[config.mk]
export PLATFORM = sky130hd
export DESIGN_NAME = uart_tx
export DESIGN_NICKNAME = d
export VERILOG_FILES = /design/src/rtl/uart_tx.sv
export SDC_FILE = /design/constraint.sdc
export NUM_CORES = 1
export LEC_CHECK = 0
export BUFFER_PORTS_ARGS = -buffer_cell sky130_fd_sc_hd__buf_4
export CAP_MARGIN = 20
export CORE_MARGIN = 2
export CORE_UTILIZATION = 30
export CTS_BUF_LIST = sky130_fd_sc_hd__clkbuf_4
export DETAILED_ROUTE_END_ITERATION = 8
export GPL_TIMING_DRIVEN = 0
export MAX_ROUTING_LAYER = met4
export PLACE_DENSITY = 0.46
export SYNTH_ARGS = -nofsm -noshare
export SYNTH_HDL_FRONTEND = slang
export SYNTH_SLANG_ARGS = --single-unit
[constraint.sdc]
create_clock -name clk -period 1.7 [get_ports clk]
set_input_delay 0.34 -clock clk [delete_from_list [all_inputs] [get_ports clk]]
set_output_delay 0.34 -clock clk [all_outputs]
set_load 0.005 [all_outputs]
[src/rtl/uart_tx.sv]
// UART transmitter: 8N1 framing with a one-entry holding buffer so that frames can be sent
// back to back. Define UART_TX_PARITY_EN to insert an even-parity bit before the stop bit.
`timescale 1ns/1ps

module uart_tx #(
    parameter int unsigned clk_freq  = 27000000,
    parameter int unsigned baud_rate = 9600
) (
    input  logic       clk,
    input  logic       rst,
    input  logic [7:0] data_tx,
    input  logic       send,
    output logic       ready,
    output logic       tx,
    output logic       busy,
    output logic       done
);

    localparam int unsigned div_counter = clk_freq / baud_rate;
    localparam int unsigned cnt_w       = (div_counter > 1) ? $clog2(div_counter) : 1;
    localparam logic [cnt_w-1:0] cnt_max = cnt_w'(div_counter - 1);

    typedef enum logic [2:0] {
        StIdle   = 3'd0,
        StStart  = 3'd1,
        StData   = 3'd2,
`ifdef UART_TX_PARITY_EN
        StParity = 3'd4,
`endif
        StStop   = 3'd3
    } state_e;

    state_e           state_q, state_d;
    logic [cnt_w-1:0] baud_cnt_q, baud_cnt_d;
    logic [2:0]       bit_cnt_q, bit_cnt_d;
    logic [7:0]       shift_q, shift_d;
    logic [7:0]       buf_q, buf_d;
    logic             buf_full_q, buf_full_d;
    logic             ready_q, ready_d;
    logic             tx_q, tx_d;
    logic             busy_q, busy_d;
    logic             done_q, done_d;

    logic       accept;
    logic       drain;
    logic       bit_end;
    logic [2:0] next_bit;

    assign accept   = send && ready_q;
    assign bit_end  = (baud_cnt_q == cnt_max);
    assign next_bit = bit_cnt_q + 3'd1;

    always_comb begin
        state_d    = state_q;
        baud_cnt_d = bit_end ? '0 : baud_cnt_q + cnt_w'(1);
        bit_cnt_d  = bit_cnt_q;
        tx_d       = tx_q;
        busy_d     = busy_q;
        done_d     = 1'b0;
        drain      = 1'b0;

        case (state_q)
            StIdle: begin
                baud_cnt_d = '0;
                bit_cnt_d  = '0;
                tx_d       = 1'b1;
                busy_d     = 1'b0;
                if (buf_full_q) begin
                    drain   = 1'b1;
                    state_d = StStart;
                    tx_d    = 1'b0;
                    busy_d  = 1'b1;
                end
            end
            StStart: begin
                if (bit_end) begin
                    state_d   = StData;
                    bit_cnt_d = '0;
                    tx_d      = shift_q[0];
                end
            end
            StData: begin
                if (bit_end) begin
                    if (bit_cnt_q == 3'd7) begin
`ifdef UART_TX_PARITY_EN
                        state_d = StParity;
                        tx_d    = ^shift_q;
`else
                        state_d = StStop;
                        tx_d    = 1'b1;
`endif
                    end else begin
                        bit_cnt_d = next_bit;
                        tx_d      = shift_q[next_bit];
                    end
                end
            end
`ifdef UART_TX_PARITY_EN
            StParity: begin
                if (bit_end) begin
                    state_d = StStop;
                    tx_d    = 1'b1;
                end
            end
`endif
            StStop: begin
                if (bit_end) begin
                    done_d = 1'b1;
                    // A queued byte starts immediately so the line never idles between frames.
                    if (buf_full_q) begin
                        drain   = 1'b1;
                        state_d = StStart;
                        tx_d    = 1'b0;
                    end else begin
                        state_d = StIdle;
                        tx_d    = 1'b1;
                        busy_d  = 1'b0;
                    end
                end
            end
            default: begin
                state_d    = StIdle;
                baud_cnt_d = '0;
                bit_cnt_d  = '0;
                tx_d       = 1'b1;
                busy_d     = 1'b0;
            end
        endcase
    end

    always_comb begin
        shift_d    = drain ? buf_q : shift_q;
        buf_d      = buf_q;
        buf_full_d = buf_full_q;
        if (drain) begin
            buf_full_d = 1'b0;
        end
        if (accept) begin
            buf_full_d = 1'b1;
            buf_d      = data_tx;
        end
        ready_d = !buf_full_d;
    end

    always_ff @(posedge clk) begin
        if (rst) begin
            state_q    <= StIdle;
            baud_cnt_q <= '0;
            bit_cnt_q  <= '0;
            shift_q    <= '0;
            buf_q      <= '0;
            buf_full_q <= 1'b0;
            ready_q    <= 1'b1;
            tx_q       <= 1'b1;
            busy_q     <= 1'b0;
            done_q     <= 1'b0;
        end else begin
            state_q    <= state_d;
            baud_cnt_q <= baud_cnt_d;
            bit_cnt_q  <= bit_cnt_d;
            shift_q    <= shift_d;
            buf_q      <= buf_d;
            buf_full_q <= buf_full_d;
            ready_q    <= ready_d;
            tx_q       <= tx_d;
            busy_q     <= busy_d;
            done_q     <= done_d;
        end
    end

    assign ready = ready_q;
    assign tx    = tx_q;
    assign busy  = busy_q;
    assign done  = done_q;

endmodule
Word-level counts from Yosys, hierarchy flattened
Index checks and enable logic that the tools add are counted.

Bitwise logic cells: 3. Equal/unequal tests: 12. Reduce and logical (&&, ||, !) cells: 11. $add $sub $neg: 2. $lt $le $gt $ge: 1. Mux-type cells: 28.

Operator list (count): 3-bit 2-to-1 mux (8); 1-bit 2-to-1 mux (14); 2-bit inequality test (second input constant) (7); 12-bit by 1-bit adder with 12-bit output (second input constant) (1); 12-bit equality test (second input constant) (1); 3-bit one-hot mux with 4 select lines (1); 3-bit one-hot mux with 3 select lines (1); 3-bit by 2-bit equality test with 1-bit output (second input constant) (2); 3-bit AND reduction (2); 3-bit OR reduction (2); 5-bit AND reduction (1); 3-bit by 4-bit < comparator with 1-bit output (second input constant) (1); 1-bit one-hot mux with 4 select lines (1); 4-bit AND reduction (1); 2-bit OR reduction (2); 3-bit by 1-bit adder with 3-bit output (second input constant) (1); 1-bit binary-select mux with 3-bit select (1); 3-bit by 1-bit equality test with 1-bit output (second input constant) (1); 3-bit equality test (second input constant) (1); 3-bit logical NOT (1); 1-bit inverter (3); 1-bit one-hot mux with 3 select lines (1); 1-bit one-hot mux with 2 select lines (1); 1-bit logical AND (1); 1-bit logical NOT (1).

Input bits: 11. Word-level logic and storage cells: 67. Output and inout bits: 4. Flip-flop bits (word level): 39.

Longest topological paths before layout
Depth in word-level cells: 6. Mapped depth: 7. Mapped depth without buffers: 6.

Worst setup path after synthesis
No wires, ideal clock.

Kind: register -> register. Start point: register baud_cnt_q[0]. End point: register baud_cnt_q[10]. Slack: 0.065 ns. Data arrival time: 1.571 ns. Setup time: 0.064 ns. Required time: 1.636 ns. Clock period less this slack: 1.635 ns. Buffers on the path: 2. Cell stages (with the launch flop): 8. Cell sequence: dfxtp_1 ha_1 and3_1 buf_2 and3_4 or3_4 buf_6 nor2_1.

Longest elaborated chain between the ends: 2. Elaborated cells on any way between the ends: 3. Classes of those cells: add/sub (1); eq/ne (1); reduce/logical (1).

Ends and longest elaborated chain: start, declared (RTL line 34) `logic [cnt_w-1:0] baud_cnt_q, baud_cnt_d;`; start signal, assigned (RTL line 159) `baud_cnt_q <= baud_cnt_d;`; branches (longest 2 deep; another with 12-bit by 1-bit adder with 12-bit output).

Several ways; the timed one is not identified. A chain may end at the register's enable or synchronous reset.

Worst setup path after layout
Start point: register state_q[0]. End point: register tx_q, in the netlist tx.

Longest elaborated chain between the ends: 3. Elaborated cells on any way between the ends: 9. Classes of those cells: eq/ne (6); mux (1); reduce/logical (2).

Ends and longest elaborated chain: start, declared (RTL line 33) `state_e state_q, state_d;`; start signal, assigned (RTL line 147) `state_q <= StIdle;`; start signal, assigned (RTL line 158) `state_q <= state_d;`; 3-bit by 1-bit equality test with 1-bit output / 3-bit by 2-bit equality test with 1-bit output (equally long branches) (RTL line 62) `case (state_q)`; 2-bit inequality test (no source line); 3-bit AND reduction (no source line); end signal, assigned (RTL line 165) `tx_q <= tx_d;`; end, declared (RTL line 40) `logic tx_q, tx_d;`.

Parallel ways exist; a longest one is shown, timed or not.

==> run_results.csv <==
group,metric,value,unit
run_status,status,"finished, final reports clean",
final_layout,stdcell_area,2140,µm²
synthesis,synth_cells,204,
critical_path,cp_top_family,"simple AND/OR/NAND/NOR gates",
global_routing,grt_overflow,0,
synthesis,syn_avg_cell_area,8.73,µm²
critical_path,cp_num_buf_inv,1,
sta,tightest_slew,499,ps
critical_path,cp-end-kind,"flop",
critical_path,cp.required,1930,ps
final_layout,diodes,0,
die,rows,28,
critical_path,cp_max_fo,4,
job,maxCapViolations,0,
global_routing,track_usage,0.128,
die,io_pins,15,
critical_path,crit_type,"reg -> reg",
sta,fmax,618,MHz
critical_path,setup.worst_path.start_class,"flop",
clock_network,htree_levels,2,
sta,finalMaxSlewViolations,0,
global_routing,antenna_found_initial,0,
sta,grt_setup_unrepaired,"false",
synthesis,synth_top_area_frac,0.427,
synthesis,yosysWarnings,0,
pwr,ir_drop,379,µV
clock_network,path_clk_slew,120,ps
synthesis,yosysTopAreaCell,"dfxtp_1",
sta,finalClockSkew,13.4,ps
sta,min_period_over_period,0.952,
placed_design,dp_hpwl,2.67,mm
die,start_util,0.306,
route,postRouteWirelength,3.82,mm
critical_path,cp_slowest_cell,"dfxtp_4",
synthesis,ys_ff_latch,38,
placed_design,placed_area,1980,µm²
pwr,power_leakage,0.732,nW
global_routing,grt_pass1_vias,1343,
route,drt-initial-drc-count,102,
die,die_w,81.0,µm
clock_network,clockBufferDepth,2,
sta,fin_crit,1620,ps
synthesis,synth_nets,223,
clock_network,insertion_delay,340,ps
placed_design,place.gp.congestion,0.797,
global_routing,grt_pass1_wl,6.47,mm
sta,setup_viol_count_final,0,
final_layout,finish.utilization,0.368,
critical_path,path_cells,"buf_4 > ha_2 > nor3_2 > a31oi_1 > or3_1 > o32a_1",
clock_network,cts-buffers-inserted,5,
clock_network,root_buffer,"clkbuf_4",
synthesis,synth_area,1780,µm²
die,die_h,81.0,µm
pwr,power,2.70,mW
clock_network,cts.sinks,38,
sta,finalHoldViolCount,0,
final_layout,syn_to_final_growth,20.2,%
synthesis,synth.distinct_cells,44,
global_routing,grt_max_degree,13,
final_layout,drive_gt1_frac,0.209,
route,dr.pass1.iters,4,
route,ant_nets,0,
placed_design,portBuffers,14,
pwr,power_density,1260,nW/µm²
sta,finalWorstSetupSlack,81.3,ps
placed_design,dpl_worst_slack,-153,ps
clock_network,cts_tree,"done",
critical_path,cp.arrival,1850,ps
synthesis,yosys-top-cells-area,"dfxtp_1 43%, a21oi_1 6.7%, ha_1 5.6%, nand2_1 4.4%, nand3_1 3.9%",
synthesis,synth-seq-area-share,0.427,
route,vias_per_cell,4.90,
route,vias,1471,
die,dieArea,6570,µm²
die,core,5820,µm²
route,drcViolationCount,0,
sta,slew_headroom,0.668,
worst_hold_path,hold_path_class,"in -> reg",
critical_path,max_stage_delay,370,ps
route,wire_per_inst,12.7,µm
final_layout,num-nets-final,243,
==> logic make-up after synthesis <==
kind of cell,synth area share
adders and majority gates,0.0562
muxes,0.0302
buffers and inverters,0.0408
and+or+nand+nor,0.218
DFF,0.427
xor gates and xnor gates,0.0443
AOI/OAI and AO/OA,0.183
==> through the flow <==
step	instances	hold WS (ps)	setup TNS [ps]
finish	300	232	0
global route	300	205	0
CTS	299	213	0
detailed placement	293	449	-985
global placement	293	445	-1250
floorplan	204	426	0
==> worst min-delay path, cell delays in order <==
cell     delay, ps
buf_4          100
nand2_1         40
a21oi_1         50
==> Yosys cell counts <==
cell and n:
a211oi_1 1, a21o_1 2, a21oi_1 24, a221oi_1 2, a22oi_1 1, a311oi_1 1, a31o_2 1, a31oi_1 2
a41o_1 1, a41oi_2 1, and2_1 1, and3_1 2, and3_4 1, and4_1 1, and4b_1 1, and4bb_2 1
buf_1 1, buf_2 1, buf_6 2, clkbuf_1 5, dfxtp_1 38, ha_1 8, inv_1 6, mux2_2 1
mux2i_1 2, mux4_2 1, nand2_1 21, nand2b_1 3, nand3_1 14, nand4_1 6, nand4b_1 1, nor2_1 15
nor3_1 4, nor4_1 2, o21a_1 1, o21ai_0 13, o21ai_1 1, o21bai_1 1, o31ai_1 1, o32a_1 1
or3_1 2, or3_4 1, xnor2_1 4, xor2_1 5
==> cell type report <==
cell class | count | area (µm²)
repair buffers | 15 | 113
multi-input cells | 151 | 991
well taps | 75 | 93.8
clock buffers | 5 | 37.5
clock inverters | 3 | 63.8
inverters | 6 | 22.5
plain buffers | 7 | 48.8
flip-flops and latches | 38 | 769
fillers | 655 | 3680
==> sequential cells by signal (all words and copies together), names as in the netlist <==
register / flops
state_q: 2
bit_cnt_q: 3
tx: 1
buf_q: 8
done: 1
busy: 1
ready: 1
shift_q: 8
buf_full_q: 1
baud_cnt_q: 12
==> power by group <==
group / total (mW) / switching (mW) / internal, mW
Clock: 0.747 / 0.294 / 0.453
Combinational: 0.904 / 0.513 / 0.391
Sequential: 1.05 / 0.0638 / 0.984
Total: 2.70 / 0.871 / 1.83
==> placed cells by master (no fill, tap or decap), types with 3 or more instances in the layout <==
cell / n
nand3_1: 14
inv_1: 6
nor3_1: 3
dfxtp_2: 4
clkbuf_4: 5
clkbuf_1: 3
nand2_1: 21
xnor2_1: 4
buf_4: 15
dfxtp_1: 33
o21ai_0: 12
nor2_1: 14
nand4_1: 6
ha_2: 5
nand2b_1: 3
xor2_1: 5
a21oi_1: 24
buf_6: 3
==> per-layer routing <==
layer | GRT usage | part of all wire | vias to the layer above
li1 | - | - | 775
met3 | 0.0300 | 0.030 | 2
met5 | - | 0 | -
met1 | 0.183 | 0.53 | 673
met2 | 0.178 | 0.43 | 21
met4 | 0.0407 | 0.0084 | 0
==> what timing repair did <==
item | CTS | global route
resized for setup | 9 | 14
pin swaps | 0 | 1
hold buffers | 0 | 0
endpoints found under the setup margin | 23 | 21
setup buffers | 0 | 1
==> path summary, 6_finish.rpt <==
kind / from / to / slack, ps / cells after the start
setup / recovery: state_q[0] / tx / 80 / 6
hold / removal: data_tx[3] / buf_q[3] / 230 / 3
hold reg to reg: baud_cnt_q[0] / baud_cnt_q[0] / 430 / 1
setup reg to reg: state_q[0] / tx / 80 / 6
(Power assumes the default switching activity.)
